[src/rtl/dm_pkg.sv]
// rtl/dm_pkg.sv - shared load types, FSM states and limits for the data-memory load unit
package dm_pkg;

  localparam logic [2:0] LT_LW  = 3'b000;
  localparam logic [2:0] LT_LB  = 3'b001;
  localparam logic [2:0] LT_LBU = 3'b010;
  localparam logic [2:0] LT_LH  = 3'b011;
  localparam logic [2:0] LT_LHU = 3'b100;

  localparam int MEM_LAT_MAX = 3;

  typedef enum logic [1:0] {
    IDLE = 2'd0,
    READ = 2'd1,
    WAIT = 2'd2,
    RESP = 2'd3
  } state_e;

  function automatic logic is_reserved(input logic [2:0] t);
    return t > LT_LHU;
  endfunction

endpackage

[src/rtl/load_extract.sv]
// rtl/load_extract.sv - little-endian byte/halfword select with sign/zero extension and alignment check
module load_extract
  import dm_pkg::*;
(
  input  logic [31:0] word,
  input  logic [1:0]  offset,
  input  logic [2:0]  ltype,
  output logic [31:0] data,
  output logic        misaligned
);

  logic [7:0]  b;
  logic [15:0] h;

  always_comb begin
    case (offset)
      2'd0:    b = word[7:0];
      2'd1:    b = word[15:8];
      2'd2:    b = word[23:16];
      default: b = word[31:24];
    endcase
    h = offset[1] ? word[31:16] : word[15:0];
  end

  always_comb begin
    data       = '0;
    misaligned = 1'b0;
    case (ltype)
      LT_LW: begin
        data       = word;
        misaligned = (offset != 2'd0);
      end
      LT_LB:  data = {{24{b[7]}}, b};
      LT_LBU: data = {24'd0, b};
      LT_LH: begin
        data       = {{16{h[15]}}, h};
        misaligned = offset[0];
      end
      LT_LHU: begin
        data       = {16'd0, h};
        misaligned = offset[0];
      end
      default: data = '0;
    endcase
  end

endmodule

[src/rtl/dm_load_unit.sv]
// rtl/dm_load_unit.sv - single-outstanding load requester for word-addressed data memory; LOAD_TRACE_EN adds a trace print
module dm_load_unit
  import dm_pkg::*;
#(
  parameter int ADDR_W  = 12,
  parameter int MEM_LAT = 0
) (
  input  logic              clk,
  input  logic              reset,
  input  logic              req_valid,
  output logic              req_ready,
  input  logic [31:0]       req_addr,
  input  logic [2:0]        req_type,
  input  logic [31:0]       req_pc,
  output logic              mem_rd_en,
  output logic [ADDR_W-1:0] mem_addr,
  input  logic [31:0]       mem_rdata,
  output logic              rsp_valid,
  input  logic              rsp_ready,
  output logic [31:0]       rsp_data,
  output logic              rsp_exc,
  output logic [31:0]       rsp_badvaddr
);

  localparam logic [1:0] LAT_INIT = (MEM_LAT > 0) ? 2'(MEM_LAT - 1) : 2'd0;

  state_e      state, next_state;
  logic [31:0] lat_addr;
  logic [2:0]  lat_type;
  logic [1:0]  cnt;
  logic        accept, capture, illegal, misaligned;
  logic [1:0]  ext_offset;
  logic [2:0]  ext_type;
  logic [31:0] ext_data;

  // In IDLE the extractor looks at the incoming request (alignment check);
  // afterwards it works on the latched request to extract the read word.
  assign ext_offset = (state == IDLE) ? req_addr[1:0] : lat_addr[1:0];
  assign ext_type   = (state == IDLE) ? req_type      : lat_type;

  load_extract u_extract (
    .word       (mem_rdata),
    .offset     (ext_offset),
    .ltype      (ext_type),
    .data       (ext_data),
    .misaligned (misaligned)
  );

  assign illegal      = misaligned | is_reserved(req_type);
  assign mem_addr     = lat_addr[ADDR_W+1:2];
  assign rsp_badvaddr = lat_addr;

  always_ff @(posedge clk) begin
    if (reset) state <= IDLE;
    else       state <= next_state;
  end

  always_comb begin
    next_state = state;
    req_ready  = 1'b0;
    mem_rd_en  = 1'b0;
    rsp_valid  = 1'b0;
    accept     = 1'b0;
    capture    = 1'b0;
    case (state)
      IDLE: begin
        req_ready = 1'b1;
        if (req_valid) begin
          accept     = 1'b1;
          next_state = illegal ? RESP : READ;
        end
      end
      READ: begin
        mem_rd_en = 1'b1;
        if (MEM_LAT == 0) begin
          capture    = 1'b1;
          next_state = RESP;
        end else begin
          next_state = WAIT;
        end
      end
      WAIT: begin
        if (cnt == 2'd0) begin
          capture    = 1'b1;
          next_state = RESP;
        end
      end
      default: begin
        rsp_valid = 1'b1;
        if (rsp_ready) next_state = IDLE;
      end
    endcase
  end

  always_ff @(posedge clk) begin
    if (reset) begin
      lat_addr <= '0;
      lat_type <= LT_LW;
      cnt      <= 2'd0;
      rsp_data <= '0;
      rsp_exc  <= 1'b0;
    end else begin
      if (accept) begin
        lat_addr <= req_addr;
        lat_type <= req_type;
        rsp_exc  <= illegal;
        if (illegal) rsp_data <= '0;
      end
      if (state == READ)                     cnt <= LAT_INIT;
      else if (state == WAIT && cnt != 2'd0) cnt <= cnt - 2'd1;
      if (capture) rsp_data <= ext_data;
    end
  end

`ifdef LOAD_TRACE_EN
  logic [31:0] lat_pc;

  always_ff @(posedge clk) begin
    if (reset) lat_pc <= '0;
    else if (accept) lat_pc <= req_pc;
    if (!reset && capture)
      $display("%d@%h: %h <= *%h", $time, lat_pc, ext_data, {lat_addr[31:2], 2'b00});
    if (!reset && accept && illegal)
      $display("%d@%h: AdEL %h", $time, req_pc, req_addr);
  end
`else
  logic unused_pc;
  assign unused_pc = ^req_pc;
`endif

endmodule

[config.mk]
export PLATFORM = sky130hd
export DESIGN_NAME = dm_load_unit
export DESIGN_NICKNAME = d
export VERILOG_FILES = /design/src/rtl/dm_pkg.sv /design/src/rtl/load_extract.sv /design/src/rtl/dm_load_unit.sv
export SDC_FILE = /design/constraint.sdc
export NUM_CORES = 1
export LEC_CHECK = 0
export CORE_MARGIN = 1.5
export CORE_UTILIZATION = 30
export DETAILED_ROUTE_END_ITERATION = 12
export GPL_TIMING_DRIVEN = 0
export PLACE_DENSITY = 0.6
export SYNTH_ARGS = -nofsm -noshare
export SYNTH_HDL_FRONTEND = slang
export SYNTH_SLANG_ARGS = --single-unit
[constraint.sdc]
create_clock -name clk -period 3.5 [get_ports clk]
set_clock_uncertainty 0.15 [all_clocks]
set_input_delay 0.7 -clock clk [delete_from_list [all_inputs] [get_ports clk]]
set_output_delay 0.7 -clock clk [all_outputs]
set_load 0.02 [all_outputs]
### Word level (Yosys, flattened, before mapping)

Index checks and enable logic that the tools add are counted.

| cells by class | value |
|---|---|
| $lt $le $gt $ge | 1 |
| bitwise operators | 1 |
| mux-type cells | 21 |
| reduce and logical (&&, ||, !) cells | 15 |
| add/subtract/negate cells | 1 |
| equal/unequal tests | 10 |

Operator list:

| cell | count |
|---|---|
| $pmux 32 s5 | 1 |
| $mux 32 | 3 |
| $pmux 8 s3 | 1 |
| $mux 16 | 1 |
| $mux 2 | 5 |
| $reduce_bool 2->1 | 4 |
| $eq 3x2->1 const B | 2 |
| $logic_not 2->1 | 3 |
| $mux 1 | 6 |
| $pmux 2 s3 | 1 |
| $eq 2x1->1 const B | 2 |
| $eq 2x2->1 const B | 2 |
| $ne 2x2->1 const B | 2 |
| $pmux 1 s2 | 2 |
| $reduce_bool 4->1 | 1 |
| $reduce_or 2->1 | 2 |
| $eq 3x1->1 const B | 1 |
| $eq 3x3->1 const B | 1 |
| $gt 3x3->1 const B | 1 |
| $logic_not 3->1 | 1 |
| $mux 3 | 1 |
| $reduce_and 3->1 | 1 |
| $reduce_or 3->1 | 1 |
| $reduce_and 2->1 | 1 |
| 3 further kinds | 3 |

| word-level totals | value |
|---|---|
| input port bits | 103 |
| word-level logic and storage cells | 55 |
| flip-flop bits (word level) | 72 |
| output and inout port bits | 80 |

### Longest topological paths before layout

| depth | value |
|---|---|
| depth after elaboration | 9 |
| mapped depth | 11 |
| mapped depth without buffers | 7 |

### By module

Synthesis repeated with hierarchy kept, for this count alone.

| unflattened totals | value |
|---|---|
| cell total of the unflattened synthesis | 448 |
| area total of the unflattened synthesis | 3877.5 um^2 |

Modules (own cells, without submodules):

| module | cells an instance | area each (um^2) | times used | sequential area each (um^2) |
|---|---|---|---|---|
| dm_load_unit | 352 | 3004.1 | 1 | 1441.4 |
| load_extract | 96 | 873.3 | 1 | 0.0 |

### Worst setup path after synthesis

Ideal clock, no wire load.

| path | value |
|---|---|
| path type | flip-flop to flip-flop |
| start | reg state[0] |
| end | reg rsp_data[21] |
| path slack | 0.860 ns |
| buffers on the path | 3 |
| arrival time | 2.374 ns |
| period minus slack after synthesis | 2.640 ns |
| stages on the path, launching flop included | 11 |
| setup time | 0.117 ns |
| data required time | 3.233 ns |
| cells stage by stage | dfxtp_1 inv_1 ha_1 buf_6 mux2_4 o41ai_2 nand2_2 and2_4 buf_6 buf_6 a22o_1 |

| on the way | value |
|---|---|
| word-level cells in the longest chain between the ends | 8 |
| elaborated cells on any way between the ends | 26 |
| those cells by class | eq/ne: 8; mux: 9; bitwise: 1; reduce/logical: 8 |

RTL lines:

| element | line | source |
|---|---|---|
| from (decl) | dm_load_unit.sv:27 | `state_e state, next_state;` |
| from (signal assigned) | dm_load_unit.sv:55 | `else state <= next_state;` |
| $logic_not 2->1 | dm_load_unit.sv:38, dm_load_unit.sv:39, dm_load_unit.sv:65 |  |
| $mux 3 | dm_load_unit.sv:39 | `assign ext_type = (state == IDLE) ? req_type : lat_type;` |
| $eq 3x2->1 or $eq 3x3->1 (tied branches) | load_extract.sv:28 | `case (ltype)` |
| $reduce_or 2->1 (no source line) | - |  |
| $pmux 1 s2 | load_extract.sv:28 |  |
| $or 1x1->1 | dm_load_unit.sv:49 | `assign illegal = misaligned \| is_reserved(req_type);` |
| $reduce_bool 2->1 (no source line) | - |  |
| $reduce_and 2->1 (no source line) | - |  |
| to (signal assigned) | dm_load_unit.sv:111 | `if (capture) rsp_data <= ext_data;` |
| to (decl) | dm_load_unit.sv:20 | `output logic [31:0] rsp_data,` |

Several ways; a longest one is shown, not always the timed one.
A chain may end at the register's enable or synchronous reset.

### Final worst setup path

| path | value |
|---|---|
| start | reg state[0] |
| end | reg rsp_data[22] |

Same word-level chain as after synthesis.

==> impl_results.md <==
- Drt pass-1 iters: 5
- Clock sink count: 72
- I/O pin cnt: 183
- P per Cell Area: 719 mW/mm^2
- Final cell count without fillers: 725
- Fill cells: 1121
- Tot GR Track Use: 0.183
- Number of global-route vias before repair: 3430
- Synth Area per Inst: 8.52 sq um
- Seq/Total Area, Yosys: 0.406
- Most common cell after layout, fill and taps aside: clkdlybuf4s50_1
- Status: finished clean
- Clock power frac: 0.243
- Clk buf depth: 2
- Place WS: 0.245 ns
- Critical Path Start Type: flip-flop
- Synth Cell Area: 0.00355 sq mm
- Vias/cell: 5.03
- Reg2reg path depth: 10
- Commonest cells after routing, fill and taps aside: 149 x clkdlybuf4s50_1, 94 x nand2_1, 72 x dfxtp_1
- Dpl cells: 709
- Max_cap viols: 0
- DR vias: 3645
- Share of post-route cells with drive strength above 1: 0.0859
- FFs w/ async S/R, synth: 0
- Worst flop-to-flop path startpoint: state[0]
- Root buffer cell: clkbuf_16
- Final worst slack: 0.496 ns
- Worst-path cell chain: inv_1 -> ha_1 -> buf_6 -> mux2i_1 -> buf_2 -> mux2i_1 -> mux2_2 -> buf_2 -> o2bb2ai_1 -> a22o_1
- Leak pwr: 2.05 nW
- Starting density of the core: 0.310
- Period utilization: 0.858
- Chip Height: 112 microns
- Peak supply drop: 0.312 mV
- CP Data Required Time: 3.59 ns
- Post-route antenna net violation count: 0
- Reg power frac: 0.266
- Syn Inst Count: 417
- CP endpoint: rsp_data[22]
- First-pass GRT wire length: 18200 microns
- Clock Latency Late Sink: 0.34 ns
- Crit path kind: reg2reg
- CP Capture Type: flip-flop
- Int Pwr: 0.00240 W
- CP max FO: 10
- Final setup fails: 0
- Post-detailed-routing wire length: 11600 microns
- Die Footprint: 0.0125 sq mm
- Arrival time at the worst endpoint: 3.09 ns
- Ys flop type: dfxtp_1
- Synth Net Count: 526
- Overflow after GRT: 0
- CTS tree: done
- CTS Buf Count: 9
- Cell variety after synth: 49
- Slew Limit Fails: 0
- Flop-to-flop setup slack: 0.50 ns
- Initial drt markers: 249
- Minimum clock period: 3.00 ns
- Worst Hold Path Cells: 2
- Core Area: 0.0115 sq mm
- Row count: 39
- CP max stage cell: dfxtp_1
- Fmax: 333 MHz
- # H-tree levels: 3
- Gpl congestion: 0.786
- Least-Margin Pin Slew: 1.04 ns
- Endpoints failing hold: 0
- Slowest stage delay, CP: 0.42 ns
- Remaining routing DRC violations: 0
- Post-synth EDFFs: 0
- CP startpoint: state[0]
- Wire length per cell: 16.1 microns
- Area growth syn-to-layout: 55.9%
- Yosys warning count: 0
- Post-CTS sizing: 0
- P_sw: 0.00158 W
- Worst relative slew slack: 0.300
- DP HPWL: 8870 microns
- FF-to-FF End: rsp_data[22]
- Largest net degree at the start of global routing: 14
- Post-CTS Setup Inserts: 0
- Initial antenna violation count: 0
- Gate power share: 0.491
- FF+latch count, synth: 72
- Hold WC Path Type: reg2reg
- Net switching fraction of the power: 0.398
- Antenna Cells: 0
- Clock-pin transition on the worst setup and hold timing paths: 0.06 ns
- Number of buffers added on ports: 149
- Cts hold-fix bufs: 0
- Fin nets: 686
- Die Span X: 112 microns
- Setup TNS: 0 ns
- RSZ-0062 raised after global routing: no
- Pwr Total: 0.00398 W
kinds of logic after synthesis:
group	Yosys count	share of synthesized area
compound gates	132	0.266
buf+inv	58	0.0856
fa+ha+maj	6	0.0211
xor+xnor	3	0.00740
mux	21	0.0712
simple gates	125	0.143
flops	72	0.406
state kept, by name (all words and copies together) (netlist names):
register / count
cnt: 2
lat_type: 3
rsp_badvaddr: 32
rsp_data: 32
rsp_exc: 1
state: 2
layer usage:
layer | global-route usage | part of all wire
met1 | 0.239 | 0.46
met2 | 0.300 | 0.47
met3 | 0.0305 | 0.044
met4 | 0.0726 | 0.023
met5 | 0 | 0
final cells by class:
cell class	instances	area, sq um	share of cell area
repair buffers	149	1490	0.269
multi-input cells	287	1810	0.326
clock buffers	11	253	0.0456
flip-flops and latches	72	1440	0.260
inverters	20	75.1	0.0136
clock inverters	5	62.6	0.0113
plain buffers	38	229	0.0413
well taps	143	179	0.0323
critical path, delay by kind of cell (launching register included):
family,cells,cell delay (ns)
mux,3,1.00
buf+inv,4,0.80
flops,1,0.42
compound gates,2,0.30
fa+ha+maj,1,0.23
power by group through the flow:
stage	logic (W)	registers, W	clock network (W)
global route	0.00211	0.00108	0.00102
global placement	0.00191	0.00107	0
CTS	0.00195	0.00106	0.000985
floorplan	0.00112	0.00121	0
detailed placement	0.00194	0.00108	0
finish	0.00196	0.00106	0.000968
metrics by stage:
step	instance area, sq um	utilization	hold WS (ns)
after floorplan	3550	-	0.329
after global placement	5220	0.455	0.294
after detailed placement	5220	0.455	0.298
after CTS	5540	0.483	0.306
after global routing	5540	0.483	0.316
final	5540	0.483	0.301
Yosys cell counts, types with 4 or more instances:
cell | count | area, sq um
o2111ai_1 | 7 | 61.3
nor2_1 | 13 | 48.8
a221oi_1 | 7 | 61.3
dfxtp_1 | 72 | 1440
nand2_1 | 94 | 353
nand4_1 | 4 | 25.0
a21oi_1 | 44 | 220
nor3_1 | 5 | 25.0
buf_6 | 4 | 45.0
inv_1 | 20 | 75.1
o2bb2ai_1 | 16 | 140
a22oi_1 | 6 | 45.0
a32oi_1 | 8 | 70.1
mux2i_1 | 12 | 120
mux2_2 | 4 | 45.0
o21ai_0 | 9 | 45.0
a22o_1 | 16 | 140
buf_4 | 14 | 105
ha_1 | 6 | 75.1
clkbuf_1 | 14 | 52.6
worst min path at each step:
stage	startpoint	to	slack (ns)
floorplan	cnt[1]	cnt[1]	0.33
global placement	rsp_badvaddr[25]	rsp_badvaddr[25]	0.29
detailed placement	rsp_badvaddr[19]	rsp_badvaddr[19]	0.30
CTS	rsp_badvaddr[19]	rsp_badvaddr[19]	0.31
global route	rsp_badvaddr[30]	rsp_badvaddr[30]	0.32
finish	rsp_badvaddr[30]	rsp_badvaddr[30]	0.30
Power figures use the tool's default switching activity.
